<file path="config.mk">
export PLATFORM = sky130hd
export DESIGN_NAME = i2c_target_regs
export DESIGN_NICKNAME = d
export VERILOG_FILES = /design/src/rtl/i2c_target_regs.sv
export SDC_FILE = /design/constraint.sdc
export NUM_CORES = 1
export LEC_CHECK = 0
export ABC_CLOCK_PERIOD_IN_PS = 5950
export BUFFER_PORTS_ARGS = -buffer_cell sky130_fd_sc_hd__buf_4
export CAP_MARGIN = 20
export CELL_PAD_IN_SITES_DETAIL_PLACEMENT = 1
export CELL_PAD_IN_SITES_GLOBAL_PLACEMENT = 1
export CORE_ASPECT_RATIO = 1.75
export CORE_MARGIN = 4
export CORE_UTILIZATION = 50
export DETAILED_ROUTE_END_ITERATION = 6
export GPL_TIMING_DRIVEN = 0
export PLACE_DENSITY = 0.77
export SLEW_MARGIN = 20
export SYNTH_ARGS = -nofsm -noshare
export SYNTH_HDL_FRONTEND = slang
export SYNTH_SLANG_ARGS = --single-unit
</file>
<file path="constraint.sdc">
create_clock -name clk -period 5.95 [get_ports clk]
set_input_delay 0.8925 -clock clk [delete_from_list [all_inputs] [get_ports clk]]
set_output_delay 0.8925 -clock clk [all_outputs]
set_load 0.05 [all_outputs]
</file>
<file path="src/rtl/i2c_target_regs.sv">
// I2C target with NREG byte registers, an auto-incrementing pointer and a write strobe.
// Latency: about FILT+3 clk from pin to FSM; no backpressure, the master's SCL paces every transfer.
module i2c_target_regs #(
  parameter logic [6:0] TGT_ADDR = 7'h50,
  parameter int         NREG     = 16,
  parameter int         FILT     = 3
) (
  input  logic                    clk,
  input  logic                    resetn,
  input  logic                    scl_i,
  input  logic                    sda_i,
  output logic                    sda_oe,
  output logic                    wr_stb,
  output logic [$clog2(NREG)-1:0] wr_idx,
  output logic [7:0]              wr_dat,
  output logic                    busy
);
  localparam int        AW      = $clog2(NREG);
  localparam logic [7:0] FILT_M1 = 8'(FILT - 1);

  localparam logic [3:0] IDLE     = 4'd0;
  localparam logic [3:0] ADDR     = 4'd1;
  localparam logic [3:0] ADDR_ACK = 4'd2;
  localparam logic [3:0] PTR      = 4'd3;
  localparam logic [3:0] PTR_ACK  = 4'd4;
  localparam logic [3:0] WDAT     = 4'd5;
  localparam logic [3:0] WDAT_ACK = 4'd6;
  localparam logic [3:0] RDAT     = 4'd7;
  localparam logic [3:0] RDAT_ACK = 4'd8;

  logic [1:0]    scl_sy, sda_sy;
  logic [7:0]    scl_cnt, sda_cnt;
  logic          scl_f, sda_f, scl_q, sda_q;
  logic          scl_rise, scl_fall, start_det, stop_det;
  logic [3:0]    state;
  logic [2:0]    cnt;
  logic [7:0]    sr, tx, byte_nx;
  logic          rw;
  logic [AW-1:0] ptr;
  logic [7:0]    regs [NREG];

  // Levels only move after FILT consecutive samples disagree with the current level.
  always_ff @(posedge clk or negedge resetn) begin
    if (!resetn) begin
      scl_sy  <= 2'b11;
      sda_sy  <= 2'b11;
      scl_cnt <= '0;
      sda_cnt <= '0;
      scl_f   <= 1'b1;
      sda_f   <= 1'b1;
      scl_q   <= 1'b1;
      sda_q   <= 1'b1;
    end else begin
      scl_sy <= {scl_sy[0], scl_i};
      sda_sy <= {sda_sy[0], sda_i};
      scl_q  <= scl_f;
      sda_q  <= sda_f;
      if (scl_sy[1] == scl_f) begin
        scl_cnt <= '0;
      end else if (scl_cnt == FILT_M1) begin
        scl_f   <= scl_sy[1];
        scl_cnt <= '0;
      end else begin
        scl_cnt <= scl_cnt + 8'd1;
      end
      if (sda_sy[1] == sda_f) begin
        sda_cnt <= '0;
      end else if (sda_cnt == FILT_M1) begin
        sda_f   <= sda_sy[1];
        sda_cnt <= '0;
      end else begin
        sda_cnt <= sda_cnt + 8'd1;
      end
    end
  end

  assign scl_rise  = scl_f & ~scl_q;
  assign scl_fall  = ~scl_f & scl_q;
  assign start_det = scl_f & scl_q & sda_q & ~sda_f;
  assign stop_det  = scl_f & scl_q & ~sda_q & sda_f;
  assign byte_nx   = {sr[6:0], sda_f};

  // Sampling happens on SCL rise; sda_oe is only updated on SCL fall so it moves while SCL is low.
  always_ff @(posedge clk or negedge resetn) begin
    if (!resetn) begin
      state  <= IDLE;
      cnt    <= '0;
      sr     <= '0;
      tx     <= '0;
      rw     <= 1'b0;
      ptr    <= '0;
      sda_oe <= 1'b0;
      wr_stb <= 1'b0;
      wr_idx <= '0;
      wr_dat <= '0;
      busy   <= 1'b0;
      for (int i = 0; i < NREG; i++) regs[i] <= '0;
    end else begin
      wr_stb <= 1'b0;
      if (start_det) begin
        state  <= ADDR;
        cnt    <= '0;
        sda_oe <= 1'b0;
      end else if (stop_det) begin
        state  <= IDLE;
        cnt    <= '0;
        sda_oe <= 1'b0;
        busy   <= 1'b0;
      end else if (scl_rise) begin
        case (state)
          ADDR: begin
            sr  <= byte_nx;
            cnt <= cnt + 3'd1;
            if (cnt == 3'd7) begin
              if (byte_nx[7:1] == TGT_ADDR) begin
                state <= ADDR_ACK;
                rw    <= byte_nx[0];
                busy  <= 1'b1;
              end else begin
                state <= IDLE;
                busy  <= 1'b0;
              end
            end
          end
          PTR: begin
            sr  <= byte_nx;
            cnt <= cnt + 3'd1;
            if (cnt == 3'd7) begin
              ptr   <= byte_nx[AW-1:0];
              state <= PTR_ACK;
            end
          end
          WDAT: begin
            sr  <= byte_nx;
            cnt <= cnt + 3'd1;
            if (cnt == 3'd7) begin
              regs[ptr] <= byte_nx;
              wr_stb    <= 1'b1;
              wr_idx    <= ptr;
              wr_dat    <= byte_nx;
              ptr       <= ptr + AW'(1);
              state     <= WDAT_ACK;
            end
          end
          ADDR_ACK: begin
            state <= rw ? RDAT : PTR;
            cnt   <= '0;
          end
          PTR_ACK, WDAT_ACK: begin
            state <= WDAT;
            cnt   <= '0;
          end
          RDAT: begin
            tx  <= {tx[6:0], 1'b0};
            cnt <= cnt + 3'd1;
            if (cnt == 3'd7) begin
              ptr   <= ptr + AW'(1);
              state <= RDAT_ACK;
            end
          end
          RDAT_ACK: begin
            cnt   <= '0;
            state <= sda_f ? IDLE : RDAT;
          end
          default: ;
        endcase
      end else if (scl_fall) begin
        case (state)
          ADDR_ACK, PTR_ACK, WDAT_ACK: sda_oe <= 1'b1;
          RDAT: begin
            // cnt==0 here is the fall that closes the ACK slot, so fetch the next byte.
            if (cnt == 3'd0) begin
              tx     <= regs[ptr];
              sda_oe <= ~regs[ptr][7];
            end else begin
              sda_oe <= ~tx[7];
            end
          end
          default: sda_oe <= 1'b0;
        endcase
      end
    end
  end
endmodule

</file>
==> flow_summary.json <==
{
  "post_cts_buffers": 0,
  "crit_family": "simple AND/OR/NAND/NOR gates",
  "crit_type": "flop to flop",
  "arrival_ns": 3.00,
  "die_area_mm2": 0.02075,
  "dpl.hpwl_um": 17270,
  "syn_area_mm2": 0.009214,
  "clk-insertion-delay-late_ns": 0.44,
  "rows": 65,
  "synth_most_common_cell": "dfrtp_1",
  "postCtsHoldBufs": 0,
  "yosysWarnings": 0,
  "synth-seq-cells": 194,
  "tightest_slew_ns": 0.8524,
  "layout.nets": 721,
  "final_hold_viol_count": 0,
  "syn_to_final_growth_pct": 11.52,
  "reg2reg_from": "scl_f",
  "dieHeight_um": 187.6,
  "finalSetupViolCount": 0,
  "viasPerCell": 6.036,
  "ys.flop_type": "dfrtp_1",
  "cts_max_level": 4,
  "grt_pass1_wl_um": 38870,
  "switching_share": 0.2878,
  "grt_overflow": 0,
  "ys_top_cells_by_count": "dfrtp_1 (186), mux2_2 (166), clkbuf_1 (31), mux4_2 (26), nor2_1 (23)",
  "diodes": 0,
  "critPathCaptureType": "flop",
  "fin_crit_sh": 0.4488,
  "cts_resized": 0,
  "status": "finished clean",
  "grt_max_degree": 103,
  "synth_cells": 665,
  "start_kind": "flop",
  "vdd.ir_drop.worst_uv": 188.3,
  "first_pass_iters": 4,
  "setup-tns-final_ns": 0,
  "vias": 5734,
  "synth_cell_types": 61,
  "power.internal_w": 0.002209,
  "power_density_mw_per_mm2": 301.9,
  "ys_top_cells_by_area": "dfrtp_1 (51%), mux2_2 (20%), mux4_2 (6.4%)",
  "synth_seq_area_share": 0.5280,
  "track_usage": 0.2481,
  "drv_cap": 0,
  "start_util": 0.5103,
  "synth_edf_count": 0,
  "synth_top_area_frac": 0.5052,
  "cts_buffers": 17,
  "coreArea_mm2": 0.01805,
  "slowest_delay_ns": 0.62,
  "p_clk_frac": 0.381,
  "yosysTopAreaCell": "dfrtp_1",
  "rsz0062_at_grt": "no",
  "clockBufferDepth": 2,
  "antenna_found_initial": 0,
  "drc": 0,
  "die_w_um": 110.6,
  "finalMaxSlewViolations": 0,
  "fin_hold_ws_ns": 0.3588,
  "period_needed_ns": 2.670,
  "clk_pin_slew_ns": 0.07,
  "port_buffers": 18,
  "grt_pass1_vias": 6617,
  "power_frac_comb": 0.156,
  "syn_area_per_cell_um2": 13.86,
  "cp-startpoint": "scl_f",
  "gp_congestion": 0.9081,
  "cp.required_ns": 6.27,
  "r2r_slack_ns": 3.28,
  "leakagePower_nw": 4.818,
  "cp_num_cells": 5,
  "cpMaxStageDelayCell": "nor2_1",
  "switchingPower_w": 0.0008925,
  "wire_per_inst_um": 25.96,
  "ioPinCount": 19,
  "clock_skew_ns": 0.009663,
  "critPathBufInv": 1,
  "worstReg2RegEnd": "sr[4]",
  "root_buffer": "clkbuf_16",
  "initialDrtViolationCount": 310,
  "r2r_cells": 5,
  "crit_end": "sr[4]",
  "clock_sinks": 194,
  "wirelength_um": 24660,
  "cp_max_fo": 10,
  "layout-drive-gt1-share": 0.3883,
  "maxSlewHeadroom": 0.4306,
  "ys_async_sr_fraction": 1.000,
  "hold_class": "flop to flop",
  "crit_chain": "ha_1, clkbuf_1, nand2_1, nor2_1, mux2_2",
  "power.share.sequential": 0.463,
  "cts_tree": "yes",
  "ant_nets": 0,
  "fmax_ghz": 0.3745,
  "synthesis.nets": 683
}
[worst min path at each step]
stage | from | to | slack, ns | depth (start not counted)
3_3_place_gp | sda_sy[0] | sda_sy[1] | 0.35 | 0
2_1_floorplan | scl_sy[0] | scl_sy[1] | 0.35 | 0
4_1_cts | sda_sy[0] | sda_sy[1] | 0.36 | 0
6_report | sda_sy[0] | sda_sy[1] | 0.36 | 0
3_5_place_dp | sda_sy[0] | sda_sy[1] | 0.35 | 0
5_1_grt | sda_sy[0] | sda_sy[1] | 0.36 | 0
[placed cells by master (no fill, tap or decap), types with 15 or more instances in the layout]
cell type / instances
nand2_1: 17
mux4_2: 26
mux2_2: 166
dfrtp_1: 186
nand3_1: 15
nor2_1: 23
clkbuf_1: 35
buf_4: 18
clkbuf_16: 17
inv_1: 17
[through the flow]
stage | worst slack [ns] | area [um2] | std cells | util | total power, W
after global routing | 3.179 | 10270 | 950 | 0.5691 | 0.003232
after floorplan | 3.762 | 9214 | 665 | - | 0.001737
final | 3.280 | 10270 | 950 | 0.5691 | 0.003102
after global placement | 2.810 | 9642 | 917 | 0.5340 | 0.001898
after CTS | 3.316 | 10270 | 950 | 0.5691 | 0.003120
after detailed placement | 3.342 | 9677 | 918 | 0.5360 | 0.001935
[metal layers]
metal  part of all wire  vias up  wire (um)  GRT usage
li1                   -     2498          -          -
met1               0.36     3030       8888     0.2604
met2               0.56      137      13740     0.4612
met3              0.024       69        589    0.04262
met4              0.059        0       1447     0.1404
met5                  0        -          0          0
[power by group through the flow]
stage,registers (W),logic (W),clock network [W]
2_1_floorplan,0.00144,0.000295,0
3_3_place_gp,0.00146,0.000442,0
3_5_place_dp,0.00146,0.000474,0
4_1_cts,0.00144,0.000482,0.00120
5_1_grt,0.00145,0.000522,0.00127
6_report,0.00144,0.000483,0.00118
[final cells by class]
class	count	area, um2
fill	1790	7780
inverter	17	63.81
timing repair buffer	19	170.2
clock buffer	23	467.9
sequential	194	4865
tap	234	292.8
multi-input combinational	406	4068
clock inverter	9	130.1
buffer	48	217.7
[sequential cells by signal (all words and copies together), names as in the netlist, 3 cells and up]
signal / flops
regs: 128
scl_cnt: 8
sda_cnt: 8
tx: 8
wr_dat: 8
sr: 7
ptr: 4
state: 4
wr_idx: 4
cnt: 3
[cells by family (layout without fill, tap and decap cells)]
kind of cell    count (synthesis)  after routing  share of synthesized area
fa+ha+maj                      14             14                    0.01901
buf+inv                        65            116                    0.03055
flops                         194            194                     0.5280
mux                           201            201                     0.2765
compound gates                 62             62                    0.05323
simple gates                  113            113                    0.07673
xor+xnor                       16             16                    0.01602
No activity file was read; power rests on OpenSTA's default activity.
